### config.mk
export PLATFORM = sky130hd
export DESIGN_NAME = stopwatch_ctrl
export DESIGN_NICKNAME = d
export VERILOG_FILES = /design/src/rtl/stopwatch_ctrl.sv
export SDC_FILE = /design/constraint.sdc
export NUM_CORES = 1
export LEC_CHECK = 0
export CELL_PAD_IN_SITES_DETAIL_PLACEMENT = 1
export CELL_PAD_IN_SITES_GLOBAL_PLACEMENT = 2
export CORE_MARGIN = 5
export CORE_UTILIZATION = 40
export CTS_CLUSTER_DIAMETER = 200
export DETAILED_ROUTE_END_ITERATION = 8
export GPL_ROUTABILITY_DRIVEN = 0
export MAX_ROUTING_LAYER = met4
export PLACE_DENSITY = 0.89
export SLEW_MARGIN = 20
export SYNTH_ARGS = -nofsm -noshare
export SYNTH_HDL_FRONTEND = slang
export SYNTH_SLANG_ARGS = --single-unit
### constraint.sdc
create_clock -name Clk -period 5 [get_ports Clk]
set_input_delay 1 -clock Clk [delete_from_list [all_inputs] [get_ports Clk]]
set_output_delay 1 -clock Clk [all_outputs]
set_load 0.01 [all_outputs]
### src/rtl/stopwatch_ctrl.sv
// stopwatch_ctrl -- front-panel sequencer for the single-digit stopwatch.
// Synchronizes and debounces the St/Stp/Clr push-buttons (all active-low),
// runs the IDLE/RUN/PAUSE state machine, owns the tick prescaler and issues
// one-cycle cnt_en / cnt_clr strobes to the BCD digit counter.
// Optional feature: define STOPWATCH_AUTOSTOP_EN to add the DONE state
// (stop at the terminal count when cnt_val == LIMIT). Without the macro the
// block has no DONE state, done is tied 0 and the counter wraps by itself.
module stopwatch_ctrl #(
    parameter int TICK_DIV = 50_000_000,
    parameter int DBNC_CYC = 500_000,
    parameter int LIMIT    = 9
) (
    input  logic       Clk,
    input  logic       R,
    input  logic       St,
    input  logic       Stp,
    input  logic       Clr,
    input  logic [3:0] cnt_val,
    output logic       cnt_en,
    output logic       cnt_clr,
    output logic       running,
    output logic       done
);

    localparam int PW = (TICK_DIV > 1) ? $clog2(TICK_DIV) : 1;
    localparam int DW = (DBNC_CYC > 0) ? $clog2(DBNC_CYC + 1) : 1;
    localparam logic [PW-1:0] TICK_LAST = PW'(TICK_DIV - 1);
    localparam logic [DW-1:0] DBNC_LAST = DW'(DBNC_CYC - 1);

    // Button lane indices inside the packed vectors below.
    localparam int BTN_ST  = 0;
    localparam int BTN_STP = 1;
    localparam int BTN_CLR = 2;

`ifdef STOPWATCH_AUTOSTOP_EN
    localparam logic [3:0] LIMIT_V = 4'(LIMIT);
`else
    // cnt_val and LIMIT only matter for autostop builds.
    logic unused_cnt_val_s;
    assign unused_cnt_val_s = ^{cnt_val, 4'(LIMIT)};
`endif

    typedef enum logic [1:0] {
        S_IDLE  = 2'd0,
        S_RUN   = 2'd1,
        S_PAUSE = 2'd2
`ifdef STOPWATCH_AUTOSTOP_EN
        ,
        S_DONE  = 2'd3
`endif
    } state_t;

    // ------------------------------------------------------------------
    // Button synchronizers and debouncers (one lane per button)
    // ------------------------------------------------------------------
    logic [2:0]          btn_s;
    logic [2:0]          sync1_q, sync1_d;
    logic [2:0]          sync2_q, sync2_d;
    logic [2:0]          lvl_q, lvl_d;          // debounced level, 1 = released
    logic [2:0]          lvl_dly_q, lvl_dly_d;  // previous debounced level
    logic [2:0]          ev_q, ev_d;            // one-cycle press events
    logic [2:0][DW-1:0]  stab_q, stab_d;

    assign btn_s = {Clr, Stp, St};

    // Debounce: count cycles the synchronized level differs from the accepted
    // level; any return to the accepted level restarts the count.
    always_comb begin
        sync1_d   = btn_s;
        sync2_d   = sync1_q;
        lvl_d     = lvl_q;
        lvl_dly_d = lvl_q;
        stab_d    = stab_q;
        // Press event is the registered 1->0 edge of the debounced level.
        ev_d      = lvl_dly_q & ~lvl_q;
        for (int i = 0; i < 3; i++) begin
            if (sync2_q[i] == lvl_q[i]) begin
                stab_d[i] = '0;
            end else if (stab_q[i] == DBNC_LAST) begin
                stab_d[i] = '0;
                lvl_d[i]  = sync2_q[i];
            end else begin
                stab_d[i] = stab_q[i] + DW'(1);
            end
        end
    end

    // Debouncer registers; reset treats every button as released.
    always_ff @(posedge Clk) begin
        if (!R) begin
            sync1_q   <= 3'b111;
            sync2_q   <= 3'b111;
            lvl_q     <= 3'b111;
            lvl_dly_q <= 3'b111;
            ev_q      <= 3'b000;
            stab_q    <= '0;
        end else begin
            sync1_q   <= sync1_d;
            sync2_q   <= sync2_d;
            lvl_q     <= lvl_d;
            lvl_dly_q <= lvl_dly_d;
            ev_q      <= ev_d;
            stab_q    <= stab_d;
        end
    end

    // ------------------------------------------------------------------
    // Sequencer and prescaler
    // ------------------------------------------------------------------
    state_t         state_q, state_d;
    logic [PW-1:0]  pre_q, pre_d;
    logic           cnt_en_q, cnt_en_d;
    logic           cnt_clr_q, cnt_clr_d;
    logic           running_q, running_d;
    logic           done_q, done_d;
    logic           tc_s;

    // Next state, prescaler and strobes; Clr beats Stp beats St.
    always_comb begin
        state_d   = state_q;
        pre_d     = pre_q;
        cnt_en_d  = 1'b0;
        cnt_clr_d = 1'b0;
        tc_s      = (state_q == S_RUN) && (pre_q == TICK_LAST);

        // Prescaler counts only in RUN, holds in PAUSE so a resume keeps the
        // fraction of the current tick, and is parked at 0 otherwise.
        case (state_q)
            S_RUN: begin
                if (tc_s) begin
                    pre_d = '0;
                end else begin
                    pre_d = pre_q + PW'(1);
                end
            end
            S_PAUSE: pre_d = pre_q;
            default: pre_d = '0;
        endcase

        if (ev_q[BTN_CLR]) begin
            // Clear wins over everything, including a coincident tick.
            state_d   = S_IDLE;
            pre_d     = '0;
            cnt_clr_d = 1'b1;
        end
`ifdef STOPWATCH_AUTOSTOP_EN
        else if (tc_s && (cnt_val == LIMIT_V)) begin
            // Terminal digit reached: withhold the tick and stop.
            state_d = S_DONE;
        end
`endif
        else begin
            cnt_en_d = tc_s;
            case (state_q)
                S_RUN: begin
                    if (ev_q[BTN_STP]) begin
                        state_d = S_PAUSE;
                    end else begin
                        state_d = S_RUN;
                    end
                end
                S_IDLE, S_PAUSE: begin
                    if (ev_q[BTN_ST]) begin
                        state_d = S_RUN;
                    end else begin
                        state_d = state_q;
                    end
                end
                default: state_d = state_q;
            endcase
        end

        running_d = (state_d == S_RUN);
`ifdef STOPWATCH_AUTOSTOP_EN
        done_d = (state_d == S_DONE);
`else
        done_d = 1'b0;
`endif
    end

    // State, prescaler and registered outputs; reset holds the counter clear.
    always_ff @(posedge Clk) begin
        if (!R) begin
            state_q   <= S_IDLE;
            pre_q     <= '0;
            cnt_en_q  <= 1'b0;
            cnt_clr_q <= 1'b1;
            running_q <= 1'b0;
            done_q    <= 1'b0;
        end else begin
            state_q   <= state_d;
            pre_q     <= pre_d;
            cnt_en_q  <= cnt_en_d;
            cnt_clr_q <= cnt_clr_d;
            running_q <= running_d;
            done_q    <= done_d;
        end
    end

    assign cnt_en  = cnt_en_q;
    assign cnt_clr = cnt_clr_q;
    assign running = running_q;
    assign done    = done_q;

endmodule

After elaboration in Yosys (flattened, before gate mapping)

Cells that the tools add are included.
Widths: inputs -> output; s select.

Add/sub/neg operators: 4
Equal/unequal tests: 10
Mux-type cells: 7
Bitwise gates (word level): 6
Reduce and logical (&&, ||, !) cells: 10

Operators by type and width:

| operator              | count |
|---|---|
| $add 19x1->19 const B | 3 |
| $eq 19x19->1 const B  | 3 |
| $pmux 26 s2           | 1 |
| $add 26x1->26 const B | 1 |
| $eq 26x26->1 const B  | 1 |
| $mux 26               | 1 |
| $reduce_or 3->1       | 3 |
| $mux 2                | 3 |
| $reduce_and 2->1      | 3 |
| $eq 2x1->1 const B    | 2 |
| $not 1->1             | 4 |
| $pmux 2 s2            | 1 |
| $reduce_or 2->1       | 2 |
| $and 3x3->3           | 1 |
| $eq 1x1->1            | 3 |
| $not 3->3             | 1 |
| $eq 2x2->1 const B    | 1 |
| $logic_not 2->1       | 1 |
| $logic_and 1x1->1     | 1 |
| $mux 1                | 1 |

Register bits: 103
Logic and storage cells: 52

Logic depth before layout (Yosys ltp)

Depth in word-level cells: 5
Depth in mapped cells: 7

Least setup slack after synthesis

Ideal clock, no wire load.

Path kind: in2reg
From: in R
To: reg pre_q[23]
Library setup time: 0.074 ns
Arrival: 2.096 ns
Data required time: 4.926 ns
Slack: 2.830 ns
Cell stages on the path: 6
Buffers on the path: 1
Cell sequence: nand2b_1 -> nand2b_1 -> a21oi_1 -> clkbuf_1 -> a21bo_2 -> a31oi_1

Cells in the longest elaborated chain, start to end: 2

RTL lines:

| item                             | line | text |
|---|---|---|
| start, declared                  | 14   | `input logic R,` |
| $not 1->1 (no source line)       | n/a  |  |
| $reduce_or 2->1 (no source line) | n/a  |  |
| end signal, assigned             | 192  | `pre_q <= pre_d;` |
| end, declared                    | 111  | `logic [PW-1:0] pre_q, pre_d;` |

No other way between the ends.
A chain may end at the register's enable or synchronous reset.

Worst setup path after layout

Ends and elaborated chain as after synthesis.

==> out/qor.txt <==
CRITICAL PATH
--------------------------------------------------------------------------------
Reg2reg start                                                           pre_q[0]
Max incr delay on CP                                                     0.72 ns
Worst reg2reg setup slack                                                2.41 ns
Cell type of the slowest stage on the worst timing path                  a21oi_1
Startpoint type of the worst setup path                             primary input
Required time at the worst-slack endpoint                                5.28 ns
Worst r2r dst                                                          pre_q[23]
Reg2Reg Depth                                                                  7
Critical path arrival                                                    3.65 ns
Endpoint kind of the worst setup timing path                                flop
Critical path, cell by cell                                         clkdlybuf4s50_1, buf_4, nand2b_1, nand2b_1, a21oi_1, buf_4, a21bo_2, a31oi_1
Largest fanout on the critical path                                           16
CP Class                                                               in -> reg

CLOCKING
--------------------------------------------------------------------------------
Cts bufs inserted                                                              9
Post-CTS setup repair buffer count                                             0
CTS tree                                                                     yes
Clock insertion delay at the later pin of the skew report                0.35 ns
Clock Tree Root                                                         clkbuf_8
Maximum buffer depth of the clock tree                                         2
Clock sink count                                                             103
Count of H-tree levels built during CTS                                        3
Clk pin slew, worst setup/hold paths                                     0.10 ns
Count of hold-fix buffers inserted at cts                                      0
Number of resized instances in the post-cts repair step                        0

DIE
--------------------------------------------------------------------------------
I/O pin count                                                                 13
Initial core utilization                                                   40.7%
# rows                                                                        38
Die Outline Area                                                       13200 um2
Die Span Y                                                                115 um
Die Span X                                                                115 um
Placeable core area                                                    10800 um2

PLACEMENT
--------------------------------------------------------------------------------
Buffers added on ports                                                         7
Estimated wirelength of the detail-placed design                         6150 um

POWER AND IR DROP
--------------------------------------------------------------------------------
Power Dens Cells                                                      286 nW/um2
Worst vdd rail ir drop                                                    120 uV
Static Leakage                                                           1.55 nW

FINISH
--------------------------------------------------------------------------------
Fin nets                                                                     525
Area added between synthesis and finish                                    8.90%
Ant diodes                                                                     0
Fraction of layout instances using a drive strength above 1                4.64%
Layout Utilization                                                         44.4%

SYNTHESIS
--------------------------------------------------------------------------------
Syn nets                                                                     521
Number of unique standard cell types used by synthesis                        45
Fraction of the yosys area taken by sequential cells                       46.7%
Count of flip-flops with a built-in enable after synthesis                     0
Total of warnings raised by yosys                                              0
Avg Synthesized Cell Area                                               8.69 um2
Count of state elements after synthesis                                      103
Fraction of registers with async set or reset after synthesis                 0%
Number of standard cells after synthesis                                     508
Synthesized cell area                                                   4420 um2
Most frequently used flop master after synthesis                         dfxtp_1

TIMING
--------------------------------------------------------------------------------
Final period utilization                                                   67.5%
Clock skew                                                            0.00614 ns
Actual transition at the worst max-transition pin                       0.934 ns
Max Clk Rate                                                             296 MHz
RSZ-0062 raised after global routing                                       false
Min Tclk post-route                                                      3.37 ns
Number of max-slew violations in the final report                              0
Worst max-slew margin expressed relative to the limit                      37.1%
Final hold violation count                                                     0
Setup Total Neg Slack                                                       0 ns
Total setup violations reported at the end of the flow                         0

GLOBAL ROUTE
--------------------------------------------------------------------------------
Largest net degree at the start of global routing                             20
First-pass GRT wire length                                              15500 um
Overall global routing resource usage                                      14.5%
Vias in the first global route                                              3483
Number of antenna violations at the first check in global routing              0
Total overflow reported by the global router                                   0

ROUTE
--------------------------------------------------------------------------------
First drt pass iteration count                                                 4
Routed wire length                                                       8500 um
Mean routed wirelength per cell                                          12.9 um
Number of design rule violations left after detail routing                     0
ANT nets after route                                                           0
Ratio of routed vias to standard cells                                      5.21
Via Count                                                                   3420
DR iter-0 viols                                                              137

FLOW RUN
--------------------------------------------------------------------------------
Number of maximum-capacitance constraint violations                            0

STATUS
--------------------------------------------------------------------------------
Status                                                                 completed

WORST HOLD PATH
--------------------------------------------------------------------------------
Hold crit path type                                                   reg -> reg
Critical hold path startpoint                                       lvl_dly_q[1]
Capture endpoint of the worst hold path                                  ev_q[1]
Worst Hold Depth                                                               2

[kinds of logic (layout without fill, tap and decap cells)]
group	after synthesis	count (layout)	synth area share, %
xor gates and xnor gates	62	62	12.3
buffers and inverters	29	38	2.81
and+or+nand+nor	261	261	29.6
DFF	103	103	46.7
AOI/OAI and AO/OA	43	43	6.21
muxes	5	5	1.13
adders and majority gates	4	4	1.13
other	1	1	0.0849
[stage by stage]
| step | instance area (um2) | power (mW) | cells | hold WS [ns] | setup slack, ns |
|---|---|---|---|---|---|
| 4_1_cts | 4810 | 1.40 | 657 | 0.422 | 1.63 |
| 2_1_floorplan | 4420 | 0.854 | 508 | 0.386 | 2.83 |
| 6_report | 4810 | 1.37 | 657 | 0.415 | 1.63 |
| 3_5_place_dp | 4600 | 0.861 | 641 | 0.403 | 1.24 |
| 5_1_grt | 4810 | 1.44 | 657 | 0.446 | 1.36 |
| 3_3_place_gp | 4600 | 0.860 | 641 | 0.390 | 1.31 |
[registers in the layout, indices dropped and copies added (netlist names)]
signal and cells:
stab_q 57, pre_q 26, ev_q 3, lvl_dly_d 3, lvl_dly_q 3, sync1_q 3
sync2_q 3, state_q 2, cnt_clr 1, cnt_en 1, running 1
[worst max path at each step]
stage | from | endpoint | slack, ns | depth (start not counted)
floorplan | R | pre_q[23] | 2.83 | 6
global placement | R | pre_q[23] | 1.31 | 8
detailed placement | R | pre_q[23] | 1.24 | 8
CTS | R | pre_q[23] | 1.63 | 8
global route | R | pre_q[23] | 1.36 | 8
finish | R | pre_q[23] | 1.63 | 8
[worst max-delay path, delay by kind of cell]
| kind | cells | cell delay [ns] |
|---|---|---|
| buf+inv | 3 | 0.96 |
| compound gates | 3 | 1.11 |
| simple gates | 2 | 0.58 |
[layout make-up]
cell class                 instances  area (um2)
fill                            1288        6030
timing repair buffer               9        85.1
sequential                       103        2060
multi-input combinational        376        2230
inverter                          13        48.8
clock buffer                      11         151
clock inverter                     5        56.3
tap                              140         175
[cell usage in the layout, fill, tap and decap left out, types with 2 or more instances in the layout]
master / n
clkdlybuf4s50_1: 7
nor2_1: 98
a31oi_1: 13
nand2b_1: 15
a21oi_1: 8
nor4_1: 3
clkbuf_8: 11
mux2i_1: 5
clkinv_2: 2
nand3_1: 31
nor2b_1: 5
a41oi_1: 2
o21ai_0: 9
a22oi_1: 3
or4_1: 2
dfxtp_1: 103
nor3_1: 13
nand4_1: 19
nand2_1: 38
and2_1: 5
ha_1: 4
buf_4: 2
nor4b_1: 2
inv_1: 13
and3_1: 9
or2_2: 2
xor2_1: 36
xnor2_1: 26
and4_1: 11
[cells in the mapped netlist, types with 8 or more instances]
cell type | n | area [um2]
xnor2_1 | 26 | 228
nand2b_1 | 15 | 93.8
a31oi_1 | 13 | 81.3
clkbuf_1 | 14 | 52.6
and4_1 | 11 | 96.3
nor3_1 | 13 | 65.1
nor2_1 | 98 | 368
nand3_1 | 31 | 155
xor2_1 | 36 | 315
nand4_1 | 19 | 119
and3_1 | 9 | 56.3
inv_1 | 13 | 48.8
nand2_1 | 38 | 143
o21ai_0 | 9 | 45.0
a21oi_1 | 8 | 40.0
dfxtp_1 | 103 | 2060
[where the power goes]
| part | internal [mW] | switching, mW | total [mW] |
|---|---|---|---|
| clock network | 0.258 | 0.274 | 0.532 |
| logic | 0.00693 | 0.00944 | 0.0164 |
| registers | 0.823 | 0.00174 | 0.825 |
[metal layers]
metal / GRT usage [%] / share of wire [%] / vias to the layer above
met3: 2.05 / 1.6 / 10
met1: 17.7 / 48 / 1644
li1: - / - / 1748
met2: 24.4 / 49 / 18
met4: 4.93 / 1.5 / 0
met5: - / 0 / -
Power figures use the tool's default switching activity.
